<file path="config.mk">
export PLATFORM = sky130hd
export DESIGN_NAME = seq_chunk_adder
export DESIGN_NICKNAME = d
export VERILOG_FILES = /design/src/rtl/seq_adder_pkg.sv /design/src/rtl/seq_chunk_adder_chunk.sv /design/src/rtl/seq_chunk_adder.sv
export SDC_FILE = /design/constraint.sdc
export NUM_CORES = 1
export LEC_CHECK = 0
export ABC_AREA = 1
export CAP_MARGIN = 20
export CORE_ASPECT_RATIO = 0.5
export CORE_UTILIZATION = 53
export DETAILED_ROUTE_END_ITERATION = 8
export GPL_TIMING_DRIVEN = 0
export PLACE_DENSITY = 0.88
export REMOVE_ABC_BUFFERS = 1
export SETUP_SLACK_MARGIN = 0.5
export SKIP_LAST_GASP = 1
export SLEW_MARGIN = 20
export SYNTH_ARGS = -nofsm -noshare
export SYNTH_HDL_FRONTEND = slang
export SYNTH_SLANG_ARGS = --single-unit
</file>
<file path="constraint.sdc">
create_clock -name clk -period 6 [get_ports clk]
set_clock_uncertainty 0.2 [all_clocks]
set_input_delay 1.8 -clock clk [delete_from_list [all_inputs] [get_ports clk]]
set_output_delay 1.8 -clock clk [all_outputs]
set_load 0.01 [all_outputs]
</file>
<file path="src/rtl/seq_adder_pkg.sv">
// Package for the sequential chunk adder.
// Holds the FSM state encoding and the default operand/chunk widths.
package seq_adder_pkg;

    // Default operand width and bits added per cycle.
    localparam int DEFAULT_WIDTH = 16;
    localparam int DEFAULT_CHUNK = 4;

    // Control FSM states.
    typedef enum logic [1:0] {
        IDLE = 2'd0,  // waiting for an operand set
        RUN  = 2'd1,  // adding one chunk per cycle
        DONE = 2'd2   // result held until the consumer takes it
    } state_t;

endpackage : seq_adder_pkg

</file>
<file path="src/rtl/seq_chunk_adder_chunk.sv">
// chunk_adder: combinational W-bit ripple-carry adder.
// Ports:
//   x, y : W-bit addends
//   ci   : carry in
//   s    : W-bit sum
//   co   : carry out of the top bit
module chunk_adder #(
    parameter int W = 4
) (
    input  logic [W-1:0] x,
    input  logic [W-1:0] y,
    input  logic         ci,
    output logic [W-1:0] s,
    output logic         co
);

    logic c;

    always_comb begin
        s = '0;
        c = ci;
        for (int i = 0; i < W; i++) begin
            s[i] = x[i] ^ y[i] ^ c;
            c    = (x[i] & y[i]) | (c & (x[i] ^ y[i]));
        end
        co = c;
    end

endmodule : chunk_adder

</file>
<file path="src/rtl/seq_chunk_adder.sv">
// seq_chunk_adder: multi-cycle adder that processes CHUNK bits per clock.
// An operand set is taken in IDLE, added chunk by chunk (LSB first) in RUN,
// and the registered result is offered in DONE until the consumer accepts.
//
// Handshake: a transfer happens on a rising edge where valid and ready are
// both high; the producer holds its data stable while valid is high and
// ready is low. in_ready is high only in IDLE, out_valid only in DONE.
//
// Optional feature: define SEQ_CHUNK_ADDER_SUB_EN to add the `sub` input.
// With sub=1 at accept the block computes a - b - cin (as a + ~b + ~cin) and
// cout is the not-borrow flag.
//
// Ports:
//   clk, rst            : clock, synchronous active-high reset
//   in_valid, in_ready  : operand handshake
//   a, b, cin           : operands and carry in
//   sub                 : subtract select (only with SEQ_CHUNK_ADDER_SUB_EN)
//   out_valid, out_ready: result handshake
//   sum, cout           : registered result and carry out
//   state               : current FSM state, for observation
module seq_chunk_adder
    import seq_adder_pkg::*;
#(
    parameter int WIDTH = DEFAULT_WIDTH,
    parameter int CHUNK = DEFAULT_CHUNK
) (
    input  logic             clk,
    input  logic             rst,
    input  logic             in_valid,
    output logic             in_ready,
    input  logic [WIDTH-1:0] a,
    input  logic [WIDTH-1:0] b,
    input  logic             cin,
`ifdef SEQ_CHUNK_ADDER_SUB_EN
    input  logic             sub,
`endif
    output logic             out_valid,
    input  logic             out_ready,
    output logic [WIDTH-1:0] sum,
    output logic             cout,
    output state_t           state
);

    localparam int NCHUNK = WIDTH / CHUNK;
    localparam int IDXW   = (NCHUNK > 1) ? $clog2(NCHUNK) : 1;

    state_t            state_q, state_d;
    logic [WIDTH-1:0]  a_q, b_q, sum_q;
    logic              carry_q, cout_q;
    logic [IDXW-1:0]   idx_q;

    logic              accept, release_res, last_chunk;
    logic [WIDTH-1:0]  b_eff;
    logic              cin_eff;
    int                offset;
    logic [CHUNK-1:0]  x_chunk, y_chunk, s_chunk;
    logic              co_chunk;
    logic [WIDTH-1:0]  chunk_mask;

    assign accept      = in_valid & in_ready;
    assign release_res = out_valid & out_ready;
    assign last_chunk  = (idx_q == IDXW'(NCHUNK - 1));

    // Subtraction is folded into the operands at accept time so the RUN
    // datapath is the same adder in both modes.
`ifdef SEQ_CHUNK_ADDER_SUB_EN
    assign b_eff   = sub ? ~b   : b;
    assign cin_eff = sub ? ~cin : cin;
`else
    assign b_eff   = b;
    assign cin_eff = cin;
`endif

    // ---------------- FSM: state register ----------------
    always_ff @(posedge clk) begin
        if (rst) state_q <= IDLE;
        else     state_q <= state_d;
    end

    // ---------------- FSM: next state ----------------
    always_comb begin
        state_d = state_q;
        case (state_q)
            IDLE:    if (accept)      state_d = RUN;
            RUN:     if (last_chunk)  state_d = DONE;
            DONE:    if (release_res) state_d = IDLE;
            default:                  state_d = IDLE;
        endcase
    end

    // ---------------- FSM: outputs ----------------
    always_comb begin
        in_ready  = (state_q == IDLE);
        out_valid = (state_q == DONE);
    end

    assign state = state_q;
    assign sum   = sum_q;
    assign cout  = cout_q;

    // ---------------- Datapath ----------------
    // Bit offset of the chunk being added this cycle.
    assign offset     = int'(idx_q) * CHUNK;
    assign x_chunk    = CHUNK'(a_q >> offset);
    assign y_chunk    = CHUNK'(b_q >> offset);
    assign chunk_mask = WIDTH'({CHUNK{1'b1}}) << offset;

    chunk_adder #(.W(CHUNK)) u_chunk_adder (
        .x  (x_chunk),
        .y  (y_chunk),
        .ci (carry_q),
        .s  (s_chunk),
        .co (co_chunk)
    );

    always_ff @(posedge clk) begin
        if (rst) begin
            a_q     <= '0;
            b_q     <= '0;
            sum_q   <= '0;
            carry_q <= 1'b0;
            cout_q  <= 1'b0;
            idx_q   <= '0;
        end else begin
            case (state_q)
                IDLE: begin
                    if (accept) begin
                        a_q     <= a;
                        b_q     <= b_eff;
                        carry_q <= cin_eff;
                        idx_q   <= '0;
                    end
                end
                RUN: begin
                    // Replace only the current chunk of the sum register.
                    sum_q   <= (sum_q & ~chunk_mask) | ((WIDTH'(s_chunk) << offset) & chunk_mask);
                    carry_q <= co_chunk;
                    if (last_chunk) begin
                        cout_q <= co_chunk;
                        idx_q  <= '0;
                    end else begin
                        idx_q  <= idx_q + 1'b1;
                    end
                end
                default: ;
            endcase
        end
    end

endmodule : seq_chunk_adder

</file>
# Word level (Yosys, flattened, before mapping)
# Cells that the tools add are included.
totals:
  out_inout_bits: 21
  mem_count: 0
  elab_cells: 59
  ramBits: 0
  rom_bits: 0
  latchBits: 0
  reg_bits: 54
classes:
  eq_ne: 6
  multipliers: 0
  bitwise: 26
  add_sub_neg: 1
  shift: 4
  reduce_logical: 6
  magnitude_cmp: 0
  div_mod_pow: 0
  mux: 9
ops:
  columns: ["cell", "n"]
  rows:
  - ["$and A16 B16 Y16", 2]
  - ["$shr A16 B4 Y4", 2]
  - ["$not A16 Y16", 1]
  - ["$or A16 B16 Y16", 1]
  - ["$shl A4 B4 Y16", 1]
  - ["$shl A4 B4 Y16 const A", 1]
  - ["$and A1 B1 Y1", 10]
  - ["$mux W2", 5]
  - ["$xor A1 B1 Y1", 8]
  - ["$pmux W2 S3", 1]
  - ["$reduce_and A2 Y1", 3]
  - ["$eq A2 B2 Y1 const B", 2]
  - ["$ne A2 B1 Y1 const B", 2]
  - ["$or A1 B1 Y1", 4]
  - ["$pmux W2 S2", 1]
  - ["$reduce_and A3 Y1", 1]
  - ["$add A2 B1 Y2 const B", 1]
  - ["$eq A2 B1 Y1 const B", 1]
  - ["$logic_not A2 Y1", 1]
  - ["$ne A2 B2 Y1 const B", 1]
  - ["$pmux W1 S2", 1]
  - ["$reduce_bool A2 Y1", 1]
  - ["$mux W1", 1]

# Logic depth before layout (Yosys ltp)
# Gate-level depths: netlist (run 1).
logic_depth:
  word_depth: 12
  ltp_mapped: 15
  depth_no_buf: 13

# Modules after synthesis
# From an unflattened synthesis (run 1), not the netlist that was laid out.
hier_totals:
  cells_unflattened: 343
  area_unflattened_um2: 2464.9
modules_own_cells:
  columns: ["module", "cells_per_inst", "instances", "area_each_um2"]
  rows:
  - ["seq_chunk_adder", 329, 1, 2347.3]
  - ["chunk_adder", 14, 1, 117.6]

# Worst setup path before layout (run 1)
# No wires, ideal clock.
synth_path:
  kind: "flip-flop to flip-flop"
  startpoint: "reg idx_q[0]"
  endpoint: "reg (tool-made name)"
  slack_ns: 2.971
  t_arrival_ns: 2.701
  path_stages_with_launch: 15
  period_less_slack_ns: 3.029
  path_buffers: 2
  path_cell_list: "dfxtp_1 -> buf_2 -> buf_2 -> o21ai_0 -> o22ai_1 -> fa_1 -> inv_1 -> fa_1 -> fa_1 -> inv_1 -> fa_1 -> nand3_1 -> nand2_1 -> o21ai_0 -> nor2_1"
synth_lines:
  columns: ["element", "line", "rtl"]
  rows:
  - ["from (decl)", "seq_chunk_adder.sv:50", "logic [IDXW-1:0] idx_q;"]
  - ["from (signal assigned)", "seq_chunk_adder.sv:142", "idx_q <= idx_q + 1'b1;"]

==> run_results.csv, run 1 <==
group,metric,value,unit
outcome,status,"complete, no violations",
cells_and_area,drive_gt1_share,2.81,%
sta,maxSlewHeadroom,30.9,%
cells_and_area,fin_cells,448,
power,internal_power,532,uW
floorplan,rows,17,
critical_path,cpLargestDelayFamily,"adder cells",
flow_run,drv_cap,0,
placed_design,dp_hpwl,3610,um
yosys,synth-edff-count,0,
power,power_leakage,0.00121,uW
sta,final.setup.tns,0,ps
yosys,syn_inst,346,
power,powerDensity,244,nW/um^2
routing,top_layer_used,"met4",
critical_path,reg2reg_from,"idx_q[0]",
clocking,cts_hold_buf,0,
floorplan,ioPinCount,58,
global_route,grt_pass1_vias,2077,
floorplan,die_w,98.3,um
routing,wl_met3,229,um
routing,dr_wl_met2,2500,um
routing,wl_per_cell,11.9,um
critical_path,critPathSlowestCell,"dfxtp_1",
global_route,grt.overflow.total,0,
cells_and_area,antennaDiodeCount,0,
cells_and_area,syn2layout_area_growth,24.6,%
critical_path,cp_cell_sequence,"inv_1 -> o21ai_0 -> o22ai_1 -> fa_1 -> inv_1 -> fa_1 -> fa_1 -> inv_1 -> fa_1 -> nand2_1 -> o21ai_0 -> nand2_1 -> nor2_1",
yosys,synth_top_area_share,44.0,%
yosys,ys_seq_area_share,44.0,%
routing,routed_via_density,5.08,
routing,wl_met1,2530,um
sta,fin_crit_sh,71.0,%
sta,worst_slack,1740,ps
min_path,hp-class,"flop to flop",
sta,period_minus_slack,4260,ps
placed_design,gp_congestion,0.806,
sta,fmax,235,MHz
power,p_total,746,uW
routing,initialDrtViolationCount,103,
yosys,ys_warn_count,0,
yosys,yosys.area.top_type,"dfxtp_1",
clocking,cts_buffers,5,
critical_path,crit_top_cell,"fa_1",
floorplan,start_util,55.5,%
cells_and_area,nets,436,
power,pwr-share-seq,53.8,%
yosys,synth_flop_cell,"dfxtp_1",
yosys,synth_area_per_cell,7.10,um^2
critical_path,critPathRequiredTime,6050,ps
critical_path,r2r_slack,1740,ps
clocking,ctsHtreeMaxLevel,2,
placed_design,dp.cells,441,
sta,finalSetupViolCount,0,
floorplan,design.die.area,4930,um^2
clocking,clk_pin_slew,90,ps
routing,drc,0,
critical_path,start_kind,"flop",
routing,via_count,2276,
sta,slew_viol_final,0,
critical_path,crit_path_end_kind,"flop",
clocking,post_cts_buffers,0,
power,combPwrFrac,20.6,%
power,p_sw,214,uW
sta,hold_viol,0,
global_route,track_usage,22.8,%
critical_path,setup.worst_path.class,"flop to flop",
clocking,cts.path.max_buffers,2,
cells_and_area,fin_area,3060,um^2
critical_path,critPathMaxFanout,32,
sta,grt_setup_unrepaired,"no",
global_route,grt_pass1_wl,8910,um
power,peakVddDrop,109,uV
critical_path,reg2reg_depth,13,
yosys,yosysUniqueCellTypes,25,
placed_design,post_dp_cell_area,2980,um^2
sta,tightest_slew,1040,ps
routing,firstDrtPassIters,6,
placed_design,place_ws,1810,ps
yosys,synth_seq_cells,54,
critical_path,max_stage_delay,1010,ps
routing,routed_wl,5350,um
floorplan,core-area,4420,um^2
clocking,clkLatencyLatePin,300,ps
min_path,whs_path_depth,2,
clocking,cts_resized,0,
yosys,postSynth.asyncResetShare,0,%
yosys,syn_area,2460,um^2
clocking,clockRootBuffer,"clkbuf_8",
yosys,synthTopCellsByArea,"dfxtp_1 (44%), nor2_1 (15%), o21ai_0 (9.6%), nand2_1 (7.2%), inv_1 (3.4%)",
clocking,cts_tree,"done",
power,switching_share,28.7,%
critical_path,critPathArrivalTime,4310,ps
critical_path,cp_num_buf_inv,3,
placed_design,placement.io_buffers,57,
floorplan,die_h,50.1,um
power,clkPwrFrac,25.7,%
global_route,grt_start_max_net_pins,37,
routing,postRouteAntennaNets,0,
clocking,cts_num_sinks,54,
global_route,grt_antenna_before_repair,0,
## worst register-to-register path: stages, from the launching register on
cell and delay [ps]:
dfxtp_1 1010, inv_1 620, o21ai_0 330, o22ai_1 150, fa_1 420, inv_1 90
fa_1 170, fa_1 170, inv_1 50, fa_1 550, nand2_1 90, o21ai_0 180
nand2_1 80, nor2_1 100
## kinds of logic after synthesis
family,synth area share (%)
flip-flops,44.0
buffers and inverters,8.41
AND/OR/NAND/NOR,26.3
adder cells (fa/ha/maj),5.30
AO/OA/AOI/OAI,16.0
## worst max path at each step
| stage | start | slack [ps] | to | cells past startpoint |
|---|---|---|---|---|
| after floorplan | idx_q[0] | 2610 | flop | 13 |
| after global placement | idx_q[0] | 1900 | flop | 13 |
| after detailed placement | idx_q[0] | 1810 | flop | 13 |
| after CTS | idx_q[0] | 1800 | flop | 13 |
| after global routing | idx_q[0] | 1440 | flop | 13 |
| final | idx_q[0] | 1740 | flop | 13 |
## layout by cell type (no fill, tap or decap), drive strengths merged
| cell | instances |
|---|---|
| a21oi | 14 |
| o22ai | 4 |
| o21a | 1 |
| clkdlybuf4s50 | 57 |
| nand3 | 7 |
| o21ai | 58 |
| fa | 4 |
| inv | 24 |
| nor3 | 5 |
| clkbuf | 7 |
| nor2 | 104 |
| nand2 | 48 |
| ha | 4 |
| dfxtp | 54 |
## cells in the mapped netlist (4+ instances only)
cell type	count
a21oi_1	14
o21ai_0	47
inv_1	22
dfxtp_1	54
clkbuf_1	5
nor2_1	101
nor3_1	5
nand3_1	7
buf_2	6
fa_1	4
o21ai_1	11
nand2_1	47
ha_1	4
o22ai_1	4
## per-stage QoR
step / util [%] / hold WS, ps
2_1_floorplan: - / 249
3_3_place_gp: 67.4 / 254
3_5_place_dp: 67.4 / 254
4_1_cts: 69.2 / 268
5_1_grt: 69.2 / 297
6_report: 69.2 / 268
## area by class of cell
cell class | count | area [um^2]
Fill cell | 355 | 1360
Multi-Input combinational cell | 249 | 1170
Sequential cell | 54 | 1080
Timing Repair Buffer | 57 | 571
Inverter | 24 | 92.6
Clock buffer | 7 | 76.3
Tap cell | 57 | 71.3
## per-layer routing
layer | vias up | track usage, %
li1 | 1182 | -
met1 | 1024 | 27.8
met2 | 59 | 39.4
met3 | 11 | 5.01
met4 | 0 | 10.2
met5 | - | 0
## power groups by stage
| stage | clock, uW | combinational (uW) | sequential, uW |
|---|---|---|---|
| floorplan | 0 | 89.8 | 406 |
| detailed placement | 0 | 152 | 409 |
| global route | 208 | 172 | 405 |
| CTS | 194 | 153 | 401 |
| finish | 191 | 153 | 401 |
| global placement | 0 | 147 | 407 |
Note: power is estimated with default switching activity, not from simulation.
==> inputs of run 2 (changes only) <==
--- a/config.mk
+++ b/config.mk
@@ -8,10 +8,10 @@
 export ABC_AREA = 1
 export CAP_MARGIN = 20
 export CORE_ASPECT_RATIO = 0.5
-export CORE_UTILIZATION = 53
+export CORE_UTILIZATION = 49
 export DETAILED_ROUTE_END_ITERATION = 8
 export GPL_TIMING_DRIVEN = 0
-export PLACE_DENSITY = 0.88
+export PLACE_DENSITY = 0.83
 export REMOVE_ABC_BUFFERS = 1
 export SETUP_SLACK_MARGIN = 0.5
 export SKIP_LAST_GASP = 1
==> constraint.sdc (replaced) <==
create_clock -name clk -period 4.2 [get_ports clk]
set_clock_uncertainty 0.2 [all_clocks]
set_input_delay 1.26 -clock clk [delete_from_list [all_inputs] [get_ports clk]]
set_output_delay 1.26 -clock clk [all_outputs]
set_load 0.01 [all_outputs]
==> run 2 against run 1 <==
  * Count of clock-buffer cells in the layout is 1 lower
  * Core utilization down 1.5 points
  * Worst setup slack worse by 980 ps
  * Worst hold slack better by 3.5 ps
  * Flip-flop and latch count did not move
  * Wire length is 0.19% higher
  * Clock power is 58% higher
  * Design area up 1.6%
  * Sequential share of layout area decreased by 0.38 points
  * First-iteration DRC count shrank 4.9%
  * Global-route usage is 1.1 points lower
==> run_results.csv, run 2 (same netlist as run 1, synthesis figures left out) <==
group,metric,value,unit
cells_and_area,antennaDiodeCount,0,
sta,holdWs,271,ps
sta,finalSetupViolCount,0,
floorplan,core-area,4590,um^2
critical_path,critPathMaxFanout,21,
sta,final.setup.tns,0,ps
critical_path,start_kind,"flop",
clocking,cts_hold_buf,0,
clocking,clk_pin_slew,100,ps
cells_and_area,fillCellCount,421,
cells_and_area,register_area,1090,um^2
sta,fmax,291,MHz
power,clkPwrFrac,27.6,%
sta,fin_crit_sh,81.8,%
placed_design,dp_hpwl,3670,um
clocking,ctsHtreeMaxLevel,2,
clocking,cts_buffers,5,
routing,postRouteAntennaNets,0,
flow_run,drv_cap,0,
clocking,cts_num_sinks,54,
clocking,post_cts_buffers,0,
routing,routed_wl,5360,um
global_route,grt_pass1_vias,2141,
floorplan,die_w,102,um
outcome,status,"complete, no violations",
global_route,track_usage,21.7,%
global_route,grt_start_max_net_pins,37,
critical_path,critPathSlowestCell,"dfxtp_2",
power,peakVddDrop,157,uV
power,combPwrFrac,20.2,%
sta,grt_setup_unrepaired,"no",
cells_and_area,nets,437,
sta,period_minus_slack,3440,ps
critical_path,crit_top_cell,"fa_1",
placed_design,place_ws,73.6,ps
power,pwr-share-seq,52.2,%
floorplan,design.die.area,5320,um^2
critical_path,crit_path_end_kind,"flop",
power,power_leakage,0.00122,uW
critical_path,max_stage_delay,600,ps
sta,worst_slack,763,ps
cells_and_area,final_cell_mix,"nor2_1 (101), clkdlybuf4s50_1 (57), dfxtp_1 (52), nand2_1 (47), o21ai_0 (47)",
clocking,clockRootBuffer,"clkbuf_8",
clocking,cts_tree,"done",
power,powerDensity,353,nW/um^2
routing,via_count,2283,
critical_path,reg2reg_depth,13,
critical_path,critPathArrivalTime,3490,ps
routing,routed_via_density,4.97,
clocking,cts.path.max_buffers,2,
global_route,grt.overflow.total,0,
critical_path,critPathRequiredTime,4250,ps
routing,initialDrtViolationCount,98,
floorplan,ioPinCount,58,
min_path,hp-class,"flop to flop",
power,p_sw,319,uW
critical_path,setup.worst_path.class,"flop to flop",
critical_path,cp_cell_sequence,"clkinvlp_4 -> o21ai_0 -> o22ai_1 -> fa_1 -> inv_1 -> fa_1 -> fa_1 -> inv_1 -> fa_1 -> nand2_1 -> o21ai_0 -> nand2_1 -> nor2_1",
placed_design,placement.io_buffers,57,
cells_and_area,final_common_cell,"nor2_1",
critical_path,reg2reg_from,"idx_q[1]",
placed_design,gp_congestion,0.822,
routing,wl_per_cell,11.7,um
critical_path,r2r_slack,760,ps
critical_path,worstSetupStartpoint,"idx_q[1]",
sta,maxSlewHeadroom,56.3,%
global_route,grt_antenna_before_repair,0,
routing,firstDrtPassIters,5,
sta,tightest_slew,653,ps
floorplan,start_util,53.5,%
placed_design,dp.cells,450,
sta,slew_viol_final,0,
routing,drc,0,
cells_and_area,drive_gt1_share,4.83,%
cells_and_area,multi_input_area,1170,um^2
power,internal_power,778,uW
global_route,grt_pass1_wl,8840,um
sta,hold_viol,0,
power,switching_share,29.1,%
floorplan,rows,17,
cells_and_area,fin_cells,459,
floorplan,die_h,52.1,um
cells_and_area,syn2layout_area_growth,26.5,%
clocking,clkLatencyLatePin,310,ps
[run 2: critical path: cells and delay by family, from the launching register on]
family                   cells  cell delay, ps
flip-flops                   1             600
AND/OR/NAND/NOR              3             250
adder cells (fa/ha/maj)      4            1300
buffers and inverters        3             550
AO/OA/AOI/OAI                3             470
[run 2: routing by layer]
metal	up-vias	GRT usage, %	wire length, um
li1	1190	-	-
met1	1030	25.3	2540
met2	61	40.2	2560
met3	2	4.97	234
met4	0	6.19	22
met5	-	0	0
[run 2: power groups by stage]
stage | registers [uW] | clock network (uW) | logic [uW]
floorplan | 580 | 0 | 128
global placement | 582 | 0 | 212
detailed placement | 584 | 0 | 219
CTS | 573 | 303 | 220
global route | 579 | 324 | 250
finish | 573 | 302 | 222
[run 2: per-stage QoR]
stage	utilization [%]	total power [uW]	cell area [um^2]
floorplan	-	708	2340
global placement	65.2	794	3000
detailed placement	65.2	802	3000
CTS	67.6	1100	3110
global route	67.6	1150	3110
finish	67.6	1100	3110
[run 2: worst min-delay path by stage]
stage,to,slack (ps),cells past startpoint,from
final,flop,270,2,flop
after global routing,flop,290,2,flop
after CTS,flop,270,2,flop
after detailed placement,flop,260,2,flop
after global placement,cout,250,2,cout
after floorplan,b_q[10],250,2,b_q[10]
[run 2: cell type report]
| cell class | count | area share, % |
|---|---|---|
| multi-input combinational | 249 | 37.6 |
| clock inverter | 2 | 0.403 |
| inverter | 24 | 3.22 |
| sequential | 54 | 34.9 |
| tap | 66 | 2.66 |
| timing repair buffer | 57 | 18.4 |
| clock buffer | 6 | 2.66 |
| timing repair inverter | 1 | 0.161 |
[run 2: repair_timing]
action,4_1_cts,5_1_grt
gates cloned,1,0
setup endpoints to repair,13,4
pin swaps,0,0
resized for setup,4,1
==> inputs of run 3 (changes only) <==
==> constraint.sdc (replaced) <==
create_clock -name clk -period 3.18 [get_ports clk]
set_clock_uncertainty 0.2 [all_clocks]
set_input_delay 0.954 -clock clk [delete_from_list [all_inputs] [get_ports clk]]
set_output_delay 0.954 -clock clk [all_outputs]
set_load 0.01 [all_outputs]
==> run 3 against run 2 <==
  * Wire length grew 7.7%
  * Non-clock buffer count grew 10
  * Cell count rose by 2.2%
  * Total power up 36%
  * Worst setup slack worse by 520 ps
  * Sequential power up 30%
  * Clock power up 33%
  * Combinational power up 54%
==> run_results.csv, run 3 (same netlist as run 1, synthesis figures left out) <==
group,metric,value,unit
sta,grt_setup_unrepaired,"yes",
sta,tightest_slew,670,ps
cells_and_area,syn2layout_area_growth,31.0,%
critical_path,critPathSlowestCell,"fa_2",
floorplan,rows,17,
routing,wl_per_cell,12.3,um
cells_and_area,drive_gt1_share,10.4,%
global_route,grt.overflow.total,0,
clocking,clockRootBuffer,"clkbuf_8",
power,powerDensity,463,nW/um^2
clocking,clkLatencyLatePin,310,ps
min_path,whs_path_depth,2,
placed_design,dp_hpwl,3670,um
cells_and_area,fin_cells,469,
clocking,cts_hold_buf,0,
clocking,cts.path.max_buffers,2,
critical_path,r2r_slack,250,ps
routing,top_layer_used,"met4",
routing,firstDrtPassIters,5,
critical_path,crit_path_end_kind,"flop",
power,p_sw,440,uW
cells_and_area,fin_area,3220,um^2
min_path,hp-class,"flop to flop",
cells_and_area,fillCellCount,395,
cells_and_area,antennaDiodeCount,0,
placed_design,placement.io_buffers,57,
global_route,grt_pass1_vias,2232,
placed_design,gp_congestion,0.822,
clocking,cts_num_sinks,54,
cells_and_area,register_area,1090,um^2
floorplan,die_h,52.1,um
floorplan,ioPinCount,58,
sta,maxSlewHeadroom,55.2,%
global_route,track_usage,23.3,%
global_route,grt_start_max_net_pins,37,
outcome,status,"complete, no violations",
critical_path,critPathMaxFanout,6,
global_route,grt_pass1_wl,9410,um
routing,initialDrtViolationCount,107,
power,clkPwrFrac,26.9,%
clocking,cts_tree,"done",
routing,postRouteAntennaNets,0,
routing,routed_wl,5770,um
clocking,clk_pin_slew,100,ps
floorplan,die_w,102,um
sta,period_minus_slack,2930,ps
cells_and_area,nets,447,
power,power_leakage,0.00128,uW
sta,fin_crit_sh,92.2,%
power,switching_share,29.5,%
critical_path,cp_cell_sequence,"clkinvlp_4 -> o21ai_2 -> o22ai_2 -> fa_2 -> inv_2 -> fa_2 -> fa_2 -> inv_2 -> fa_2 -> nand2_2 -> nor2_2 -> nand2_1 -> a21oi_1",
placed_design,post_dp_cell_area,3000,um^2
critical_path,cpLargestDelayFamily,"adder cells",
clocking,cts_buffers,5,
critical_path,cp_num_buf_inv,3,
power,internal_power,1050,uW
critical_path,crit_top_cell,"fa_2",
routing,dr_wl_met2,2790,um
global_route,grt_antenna_before_repair,0,
critical_path,critPathArrivalTime,2970,ps
placed_design,dp.cells,450,
power,combPwrFrac,22.9,%
floorplan,design.die.area,5320,um^2
cells_and_area,final_common_cell,"nor2_1",
routing,via_count,2373,
power,p_total,1490,uW
critical_path,critPathRequiredTime,3210,ps
power,peakVddDrop,210,uV
routing,routed_via_density,5.06,
clocking,ctsHtreeMaxLevel,2,
critical_path,max_stage_delay,570,ps
critical_path,start_kind,"flop",
sta,slew_viol_final,0,
critical_path,setup.worst_path.class,"flop to flop",
critical_path,reg2reg_depth,13,
sta,finalSetupViolCount,0,
cells_and_area,multi_input_area,1200,um^2
flow_run,drv_cap,0,
routing,drc,0,
sta,fmax,341,MHz
floorplan,start_util,53.5,%
critical_path,reg2reg_from,"idx_q[0]",
sta,hold_viol,0,
routing,wl_met1,2570,um
floorplan,core-area,4590,um^2
routing,wl_met3,344,um
cells_and_area,final_cell_mix,"nor2_1 (99), clkdlybuf4s50_1 (56), dfxtp_1 (52), nand2_1 (46), o21ai_0 (40)",
power,pwr-share-seq,50.2,%
-- run 3: changes by cell type in the layout (fill, tap and decap cells not counted), sizes merged --
cell           delta
dlygate4sd2       +1
buf              +10
clkdlybuf4s50     -1
-- run 3: power by group through the flow --
stage,logic (uW),registers [uW],clock network (uW)
2_1_floorplan,169,766,0
3_3_place_gp,279,769,0
3_5_place_dp,289,771,0
4_1_cts,325,747,400
5_1_grt,379,753,427
6_report,341,747,401
-- run 3: metal layers --
layer / up-vias / GRT usage, %
met2: 76 / 42.8
met4: 0 / 7.86
met5: - / 0
met1: 1079 / 27.3
li1: 1207 / -
met3: 11 / 4.97
-- run 3: final cells by class --
| cell class | instances | area share (%) |
|---|---|---|
| clock buffer | 6 | 2.57 |
| clock inverter | 2 | 0.389 |
| inverter | 24 | 3.11 |
| multi-input combinational | 249 | 37.4 |
| sequential | 54 | 33.8 |
| tap | 66 | 2.57 |
| timing repair buffer | 67 | 19.9 |
| timing repair inverter | 1 | 0.156 |
-- run 3: through the flow --
step	setup TNS, ps	setup WS (ps)	hold slack, ps	util, %
floorplan	-740	-210	249	-
CTS	0	296	275	69.6
global route	0	145	291	70.0
detailed placement	-10110	-946	260	65.2
global placement	-8920	-913	251	65.2
finish	0	247	272	70.0
-- run 3: worst reg2reg max path, cell delays in order, from the launching register on --
cell,delay (ps)
dfxtp_4,400
clkinvlp_4,180
o21ai_2,190
o22ai_2,110
fa_2,370
inv_2,60
fa_2,180
fa_2,190
inv_2,40
fa_2,570
nand2_2,80
nor2_2,110
nand2_1,60
a21oi_1,110
-- run 3: how the worst max path moves through the flow --
| stage | to | cells past startpoint | slack, ps | start |
|---|---|---|---|---|
| detailed placement | flop | 13 | -950 | idx_q[0] |
| finish | flop | 13 | 250 | idx_q[0] |
| CTS | flop | 13 | 300 | idx_q[0] |
| global route | flop | 13 | 150 | idx_q[0] |
| floorplan | flop | 13 | -210 | idx_q[0] |
| global placement | flop | 13 | -910 | idx_q[0] |
-- run 3: timing repair --
| item | in CTS | in global routing |
|---|---|---|
| resized for setup | 22 | 5 |
| setup endpoints to repair | 19 | 14 |
| setup buffers | 9 | 1 |
| pin swaps | 5 | 8 |
| cloned | 1 | 0 |
